$ cat config.mk
export PLATFORM = sky130hd
export DESIGN_NAME = stopwatch_ctrl
export DESIGN_NICKNAME = d
export VERILOG_FILES = /design/src/rtl/stopwatch_pkg.sv /design/src/rtl/key_press_det.sv /design/src/rtl/stopwatch_ctrl.sv
export SDC_FILE = /design/constraint.sdc
export NUM_CORES = 1
export LEC_CHECK = 0
export BUFFER_PORTS_ARGS = -buffer_cell sky130_fd_sc_hd__buf_4
export CAP_MARGIN = 0
export CORE_ASPECT_RATIO = 1.1
export CORE_MARGIN = 5
export CORE_UTILIZATION = 57
export DETAILED_ROUTE_END_ITERATION = 16
export GPL_ROUTABILITY_DRIVEN = 0
export PLACE_DENSITY = 0.77
export SETUP_SLACK_MARGIN = 0.02
export SLEW_MARGIN = 40
export SYNTH_ARGS = -nofsm -noshare
export SYNTH_HDL_FRONTEND = slang
export SYNTH_SLANG_ARGS = --single-unit
$ cat constraint.sdc
create_clock -name clk -period 1.7 [get_ports clk]
set_input_delay 0.255 -clock clk [delete_from_list [all_inputs] [get_ports clk]]
set_output_delay 0.255 -clock clk [all_outputs]
set_load 0.03 [all_outputs]
$ cat src/rtl/stopwatch_pkg.sv
// Shared types and constants for the stopwatch control sequencer.
package stopwatch_pkg;

    typedef enum logic [1:0] {
        S_IDLE = 2'd0,
        S_RUN  = 2'd1,
        S_STOP = 2'd2,
        S_LAP  = 2'd3
    } sw_state_t;

    localparam int DEF_TICK_DIV = 500_000;

    // Press-vector indices; a lower index takes priority when keys collide
    localparam int KEY_CLEAR = 0;
    localparam int KEY_START = 1;
    localparam int KEY_LAP   = 2;
    localparam int NUM_KEYS  = 3;

endpackage

$ cat src/rtl/key_press_det.sv
// One key: 2-flop synchronizer, previous-value flop and one-cycle press pulse
// on each released-to-pressed (1->0) transition.
module key_press_det (
    input  logic clk,
    input  logic rst_n,
    input  logic key_n,
    output logic press
);

    logic sync1, sync2, prev;

    // Reset to the released level so no press appears on reset release
    always_ff @(posedge clk) begin
        if (!rst_n) begin
            sync1 <= 1'b1;
            sync2 <= 1'b1;
            prev  <= 1'b1;
        end else begin
            sync1 <= key_n;
            sync2 <= sync1;
            prev  <= sync2;
        end
    end

    assign press = prev & ~sync2;

endmodule

$ cat src/rtl/stopwatch_ctrl.sv
// Stopwatch run/stop/lap sequencer with gated count-tick prescaler.
// Define STOPWATCH_LAP_EN to enable the lap key, LAP state and hold output.
module stopwatch_ctrl
    import stopwatch_pkg::*;
#(
    parameter int TICK_DIV = DEF_TICK_DIV,
    parameter int CNT_W    = $clog2(TICK_DIV)
) (
    input  logic       clk,
    input  logic       rst_n,
    input  logic       key_start,
    input  logic       key_clear,
    input  logic       key_lap,
    output logic       run,
    output logic       tick,
    output logic       clr,
    output logic       hold,
    output logic [1:0] state
);

    logic [NUM_KEYS-1:0] press;
    sw_state_t           st, nxt;
    logic                do_clr;
    logic [CNT_W-1:0]    cnt;

    key_press_det u_start (.clk(clk), .rst_n(rst_n), .key_n(key_start), .press(press[KEY_START]));
    key_press_det u_clear (.clk(clk), .rst_n(rst_n), .key_n(key_clear), .press(press[KEY_CLEAR]));

`ifdef STOPWATCH_LAP_EN
    key_press_det u_lap   (.clk(clk), .rst_n(rst_n), .key_n(key_lap),   .press(press[KEY_LAP]));
`else
    logic unused_lap;
    assign unused_lap     = key_lap;
    assign press[KEY_LAP] = 1'b0;
`endif

    // Each state tests only the keys it honours, highest priority first
    always_comb begin
        nxt    = st;
        do_clr = 1'b0;
        case (st)
            S_IDLE: begin
                if (press[KEY_CLEAR])      do_clr = 1'b1;
                else if (press[KEY_START]) nxt    = S_RUN;
            end
            S_RUN: begin
                if (press[KEY_START])      nxt = S_STOP;
                else if (press[KEY_LAP])   nxt = S_LAP;
            end
            S_STOP: begin
                if (press[KEY_CLEAR]) begin
                    nxt    = S_IDLE;
                    do_clr = 1'b1;
                end else if (press[KEY_START]) begin
                    nxt    = S_RUN;
                end
            end
            S_LAP: begin
                if (press[KEY_START])      nxt = S_STOP;
                else if (press[KEY_LAP])   nxt = S_RUN;
            end
            default: nxt = S_IDLE;
        endcase
    end

    always_ff @(posedge clk) begin
        if (!rst_n) begin
            st   <= S_IDLE;
            run  <= 1'b0;
            hold <= 1'b0;
            clr  <= 1'b0;
            tick <= 1'b0;
            cnt  <= '0;
        end else begin
            st   <= nxt;
            run  <= (nxt == S_RUN) || (nxt == S_LAP);
`ifdef STOPWATCH_LAP_EN
            hold <= (nxt == S_LAP);
`else
            hold <= 1'b0;
`endif
            clr  <= do_clr;
            tick <= 1'b0;
            // Prescaler keeps its count while stopped so a partial interval resumes
            if (clr) begin
                cnt <= '0;
            end else if (run) begin
                if (cnt == CNT_W'(TICK_DIV - 1)) begin
                    cnt  <= '0;
                    tick <= 1'b1;
                end else begin
                    cnt <= cnt + CNT_W'(1);
                end
            end
        end
    end

    assign state = st;

endmodule

==> results of run 1 <==
## cell usage in the layout (no fill, tap or decap), types with 2 or more instances in the layout
cell,n
nor2_1,15
and3_1,2
xor2_1,6
or4_1,2
inv_1,2
o31ai_1,3
or3_1,4
nand2b_1,10
nand2_1,5
nand4_4,2
nand3_1,5
dfxtp_2,3
buf_4,17
xnor2_1,5
dfxtp_1,27
nor3b_1,3
a21oi_1,8
o21ai_0,5
bufinv_16,2
nand4_1,3
nor2b_1,2
clkbuf_4,5
## cells in the mapped netlist, types with 2 or more instances
| cell | instances |
|---|---|
| a21oi_1 | 9 |
| and3_1 | 2 |
| and4_1 | 2 |
| buf_4 | 2 |
| dfxtp_1 | 30 |
| inv_1 | 2 |
| nand2_1 | 5 |
| nand2b_1 | 10 |
| nand3_1 | 5 |
| nand4_1 | 3 |
| nor2_1 | 15 |
| nor2b_1 | 2 |
| nor3b_1 | 3 |
| o21ai_0 | 5 |
| o31ai_1 | 3 |
| or3_1 | 4 |
| or4_1 | 3 |
| xnor2_1 | 5 |
| xor2_1 | 6 |
## what timing repair did
item	4_1_cts	5_1_grt
endpoints found under the hold margin	0	0
gates resized for setup	2	6
hold buffers	0	0
pin swaps	0	0
setup buffers	0	2
setup endpoints to repair	18	18
## per-stage QoR
stage	total power [W]	setup WS (ns)
6_report	0.00153	0.0908
5_1_grt	0.00159	0.0267
4_1_cts	0.00155	0.0450
3_5_place_dp	0.000799	0.00205
3_3_place_gp	0.000797	0.0709
2_1_floorplan	0.000781	0.125
## final timing paths
path / start / depth (start not counted) / endpoint
setup / recovery: cnt[0] / 6 / cnt[0]
hold / removal: key_start / 2 / u_start.sync1
setup reg to reg: cnt[0] / 6 / cnt[0]
hold reg to reg: u_clear.sync1 / 1 / u_clear.sync2
## kinds of logic (layout without fill, tap and decap cells)
group                      count (synthesis)  in the layout
adders and majority gates                  1              1
muxes                                      1              1
xor gates and xnor gates                  11             11
buffers and inverters                      7             28
and+or+nand+nor                           63             63
other                                      1              1
AOI/OAI and AO/OA                         18             18
DFF                                       30             30
## per-layer routing
metal / GRT usage, % / routed length, µm
met1: 18.3 / 987
met2: 29.1 / 1280
met3: 5.29 / 88
met4: 13.5 / 80
met5: 0 / 0
## worst max-delay path, cell delays in order (launching register included)
cell	delay, ns
dfxtp_2	0.36
ha_2	0.21
nand4_4	0.15
nor4_4	0.30
a41o_1	0.27
buf_12	0.16
nor2_1	0.06
## sequential cells by signal, indices dropped and copies added, names as in the netlist
| register | cells |
|---|---|
| clr | 1 |
| cnt | 19 |
| run | 1 |
| state | 2 |
| tick | 1 |
| u_clear.prev | 1 |
| u_clear.sync1 | 1 |
| u_clear.sync2 | 1 |
| u_start.prev | 1 |
| u_start.sync1 | 1 |
| u_start.sync2 | 1 |
## report_power, final
group	internal (W)	leakage, nW	total (W)	switching (W)
sequential	0.000714	0.245	0.000722	0.00000780
clock	0.000498	0.0585	0.000743	0.000244
combinational	0.0000277	0.292	0.0000621	0.0000344
total	0.00124	0.595	0.00153	0.000287
## cell type report
cell class	instances	area [µm²]
Tap cell	30	37.5
Clock buffer	6	51.3
Fill cell	174	623
Timing Repair Buffer	18	148
Multi-Input combinational cell	95	653
Clock inverter	2	60.1
Sequential cell	30	604
Inverter	2	7.51
==> results.py, run 1 <==
metrics = {
    "run_status": {
        "status": "finished clean",
    },
    "detailed_routing": {
        "drcViolationCount": 0,
        "drtIter0Drc": 10,
        "routed_wl_um": 2440,
        "vias": 1005,
        "ant_nets": 0,
        "routed_via_density": 5.49,
        "wl_per_cell_um": 13.3,
        "dr.pass1.iters": 4,
    },
    "floorplan": {
        "die-height_um": 59.5,
        "fp.dieArea_um2": 3270,
        "ios": 11,
        "dieWidth_um": 55.0,
        "rows": 18,
        "core_um2": 2180,
        "initial_utilization_pct": 58.0,
    },
    "cts": {
        "cts.reportedPaths.clkPinSlew_ns": 0.09,
        "numCtsBuffers": 5,
        "cts.sinks": 30,
        "clock_latency_ns": 0.33,
        "cts_tree": "done",
        "h-tree-depth": 2,
        "cts-root-buf": "clkbuf_4",
        "clk_path_buf_depth": 2,
    },
    "placement": {
        "dp.cells": 173,
        "postPlaceCellArea_um2": 1400,
        "portBuffers": 8,
        "hpwl_um": 1660,
    },
    "final_layout": {
        "drive_gt1_share_pct": 25.5,
        "finalNonFillerCells": 183,
        "fin_area_um2": 1560,
        "final_util_pct": 71.5,
        "nNetsFinal": 158,
        "area_delta_synth_final_pct": 23.2,
        "antenna_cells": 0,
    },
    "yosys": {
        "synth.avg_cell_area_um2": 9.60,
        "yosysWarnings": 0,
        "ys_ff_latch": 30,
        "synth_top_area_share_pct": 47.4,
        "synthSimpleGateAreaFrac_pct": 31.5,
        "synth_cell_types": 35,
        "yosysSeqAreaShare_pct": 47.4,
        "syn_inst": 132,
        "synth_ff_type": "dfxtp_1",
        "syn-cell-area_um2": 1270,
        "synthMuxAreaShare_pct": 0.790,
        "synth_edf_count": 0,
        "postSynthNetCount": 138,
        "synth-compound-area-share_pct": 8.09,
        "yosys-top-cells-area": "dfxtp_1 47%, nand2b_1 4.9%, nor2_1 4.4%",
        "synth_area_leader_cell": "dfxtp_1",
        "async_flop_share_pct": 0,
        "synthAdderAreaFrac_pct": 0.987,
        "synthXorXnorAreaFrac_pct": 7.60,
        "synth_top_family_by_area": "simple AND/OR/NAND/NOR gates",
    },
    "sta": {
        "tns_ns": 0,
        "fin_skew_ns": 0.0109,
        "rsz0062_at_grt": "false",
        "fin_crit_sh_pct": 94.7,
        "drv_slew": 0,
        "max_freq_ghz": 0.621,
        "hold_slack_ns": 0.105,
        "max_slew_margin_pct": 63.6,
        "hold_violations": 0,
        "setup_violations": 0,
        "min_period_ns": 1.61,
        "worst_pin_slew_ns": 0.539,
    },
    "setup_path": {
        "critical_path_required_ns": 1.92,
        "path_max_fanout": 18,
        "startpoint_type": "flip-flop",
        "endpoint_kind": "flip-flop",
        "regToRegSetupSlack_ns": 0.09,
        "arrival_ns": 1.83,
        "worstSetupPathType": "reg2reg",
    },
    "worst_hold_path": {
        "hp-class": "in2reg",
    },
    "pwr": {
        "p_per_area_nw_per_um2": 978,
        "irDropWorstVdd_v": 0.000858,
        "p_leak_nw": 0.595,
    },
    "grt": {
        "grt_use_total_pct": 17.7,
        "grt_pass1_vias": 988,
        "antenna_found_initial": 0,
        "grt_first_pass_wirelength_um": 4080,
        "grt_max_degree": 19,
        "gr-total-overflow": 0,
    },
    "job": {
        "cap_violations": 0,
    },
}
No activity file was read; power rests on OpenSTA's default activity.
==> inputs of run 2 (changes only) <==
--- a/config.mk
+++ b/config.mk
@@ -9,12 +9,11 @@
 export CAP_MARGIN = 0
 export CORE_ASPECT_RATIO = 1.1
 export CORE_MARGIN = 5
-export CORE_UTILIZATION = 57
+export CORE_UTILIZATION = 51
 export DETAILED_ROUTE_END_ITERATION = 16
 export GPL_ROUTABILITY_DRIVEN = 0
-export PLACE_DENSITY = 0.77
+export PLACE_DENSITY = 0.73
 export SETUP_SLACK_MARGIN = 0.02
-export SLEW_MARGIN = 40
 export SYNTH_ARGS = -nofsm -noshare
 export SYNTH_HDL_FRONTEND = slang
 export SYNTH_SLANG_ARGS = --single-unit
==> constraint.sdc (replaced) <==
create_clock -name clk -period 1.4 [get_ports clk]
set_input_delay 0.21 -clock clk [delete_from_list [all_inputs] [get_ports clk]]
set_output_delay 0.21 -clock clk [all_outputs]
set_load 0.03 [all_outputs]
==> results.py, run 2 (synthesis results as in run 1) <==
metrics = {
    "run_status": {
        "status": "complete, but fails checks",
        "violations": "setup timing",
    },
    "final_layout": {
        "regMostFlops": "cnt",
        "drive_gt1_share_pct": 33.9,
        "antenna_cells": 0,
        "layout_commonest_cell": "buf_4",
        "largest_reg_flops": 19,
        "fin_area_um2": 1610,
        "nNetsFinal": 170,
        "area_delta_synth_final_pct": 27.3,
        "final_cell_mix": "30 x buf_4, 22 x dfxtp_1, 15 x nor2_1",
    },
    "sta": {
        "hold_violations": 0,
        "hold_slack_ns": 0.0476,
        "max_freq_ghz": 0.684,
        "setup_slack_ns": -0.0620,
        "min_period_ns": 1.46,
        "fin_crit_sh_pct": 104,
        "drv_slew": 0,
        "rsz0062_at_grt": "true",
        "setup_violations": 18,
        "fin_skew_ns": 0.00812,
    },
    "cts": {
        "cts.sinks": 30,
        "cts.reportedPaths.clkPinSlew_ns": 0.10,
        "cts-root-buf": "clkbuf_4",
        "cts_hold_buf": 0,
        "numCtsBuffers": 5,
        "clk_path_buf_depth": 2,
        "h-tree-depth": 2,
        "cts_tree": "done",
        "clock_latency_ns": 0.33,
    },
    "worst_hold_path": {
        "hp-class": "in2reg",
    },
    "pwr": {
        "p_leak_nw": 0.633,
        "p_per_area_nw_per_um2": 931,
        "irDropWorstVdd_v": 0.000922,
    },
    "grt": {
        "gr-total-overflow": 0,
        "antenna_found_initial": 0,
        "grt_first_pass_wirelength_um": 4440,
        "grt_use_total_pct": 16.1,
        "grt_pass1_vias": 1075,
        "grt_max_degree": 12,
    },
    "detailed_routing": {
        "wl_per_cell_um": 12.7,
        "routed_wl_um": 2480,
        "dr.pass1.iters": 2,
        "drcViolationCount": 0,
        "drtIter0Drc": 19,
        "ant_nets": 0,
        "routed_via_density": 5.20,
        "vias": 1019,
    },
    "floorplan": {
        "dieWidth_um": 57.5,
        "core_um2": 2450,
        "ios": 11,
        "initial_utilization_pct": 51.8,
        "die-height_um": 62.3,
        "rows": 19,
        "fp.dieArea_um2": 3580,
    },
    "placement": {
        "postPlaceCellArea_um2": 1520,
        "place_ws_ns": -0.0417,
        "portBuffers": 8,
        "hpwl_um": 1890,
    },
    "setup_path": {
        "path_max_fanout": 5,
        "endpoint_kind": "flip-flop",
        "worstSetupPathType": "reg2reg",
        "arrival_ns": 1.73,
        "startpoint_type": "flip-flop",
        "critical_path_required_ns": 1.67,
    },
    "job": {
        "cap_violations": 0,
    },
}
run 2: worst paths after layout:
kind,start,endpoint,slack (ns),cells after the start
worst max-delay path,cnt[1],cnt[18],-0.06,5
worst min register to register,u_clear.sync1,u_clear.sync2,0.41,1
worst max register to register,cnt[1],cnt[18],-0.06,5
worst min-delay path,key_start,u_start.sync1,0.05,2
run 2: per-layer routing:
metal / global-route usage (%) / routed length (µm)
met3: 6.63 / 117
met2: 26.8 / 1270
met4: 8.41 / 61
met1: 16.9 / 1030
met5: 0 / 0
run 2: cell type report:
cell class / instances / area (µm²)
fill: 210 / 835
multi-input combinational: 95 / 663
sequential: 30 / 616
timing repair buffer: 30 / 225
clock buffer: 6 / 51.3
tap: 31 / 38.8
clock inverter: 2 / 12.5
inverter: 2 / 7.51
run 2: repair_timing:
action	4_1_cts	5_1_grt
setup endpoints to repair	18	18
setup buffers	2	0
resized for setup	2	3
run 2: power by group:
| part | switching (W) | internal [W] | leakage (nW) |
|---|---|---|---|
| Clock | 0.000307 | 0.000241 | 0.0343 |
| Combinational | 0.0000442 | 0.0000356 | 0.351 |
| Sequential | 0.0000103 | 0.000864 | 0.248 |
| Total | 0.000361 | 0.00114 | 0.633 |
run 2: critical path, cell delays in order (launching register included):
cell and delay [ns]:
dfxtp_4 0.38, ha_4 0.15, nand4_4 0.09, nand2b_4 0.18
or4_1 0.48, a21oi_2 0.13
run 2: metrics by stage:
stage               total power, W  util (%)  TNS (ns)  std cells
global route               0.00158      65.9     -2.39        196
CTS                        0.00152      65.5    -0.283        196
finish                     0.00150      65.9    -0.348        196
floorplan                 0.000949         -   -0.0121        132
global placement          0.000971      62.2   -0.0214        186
detailed placement        0.000976      62.2    -0.128        186
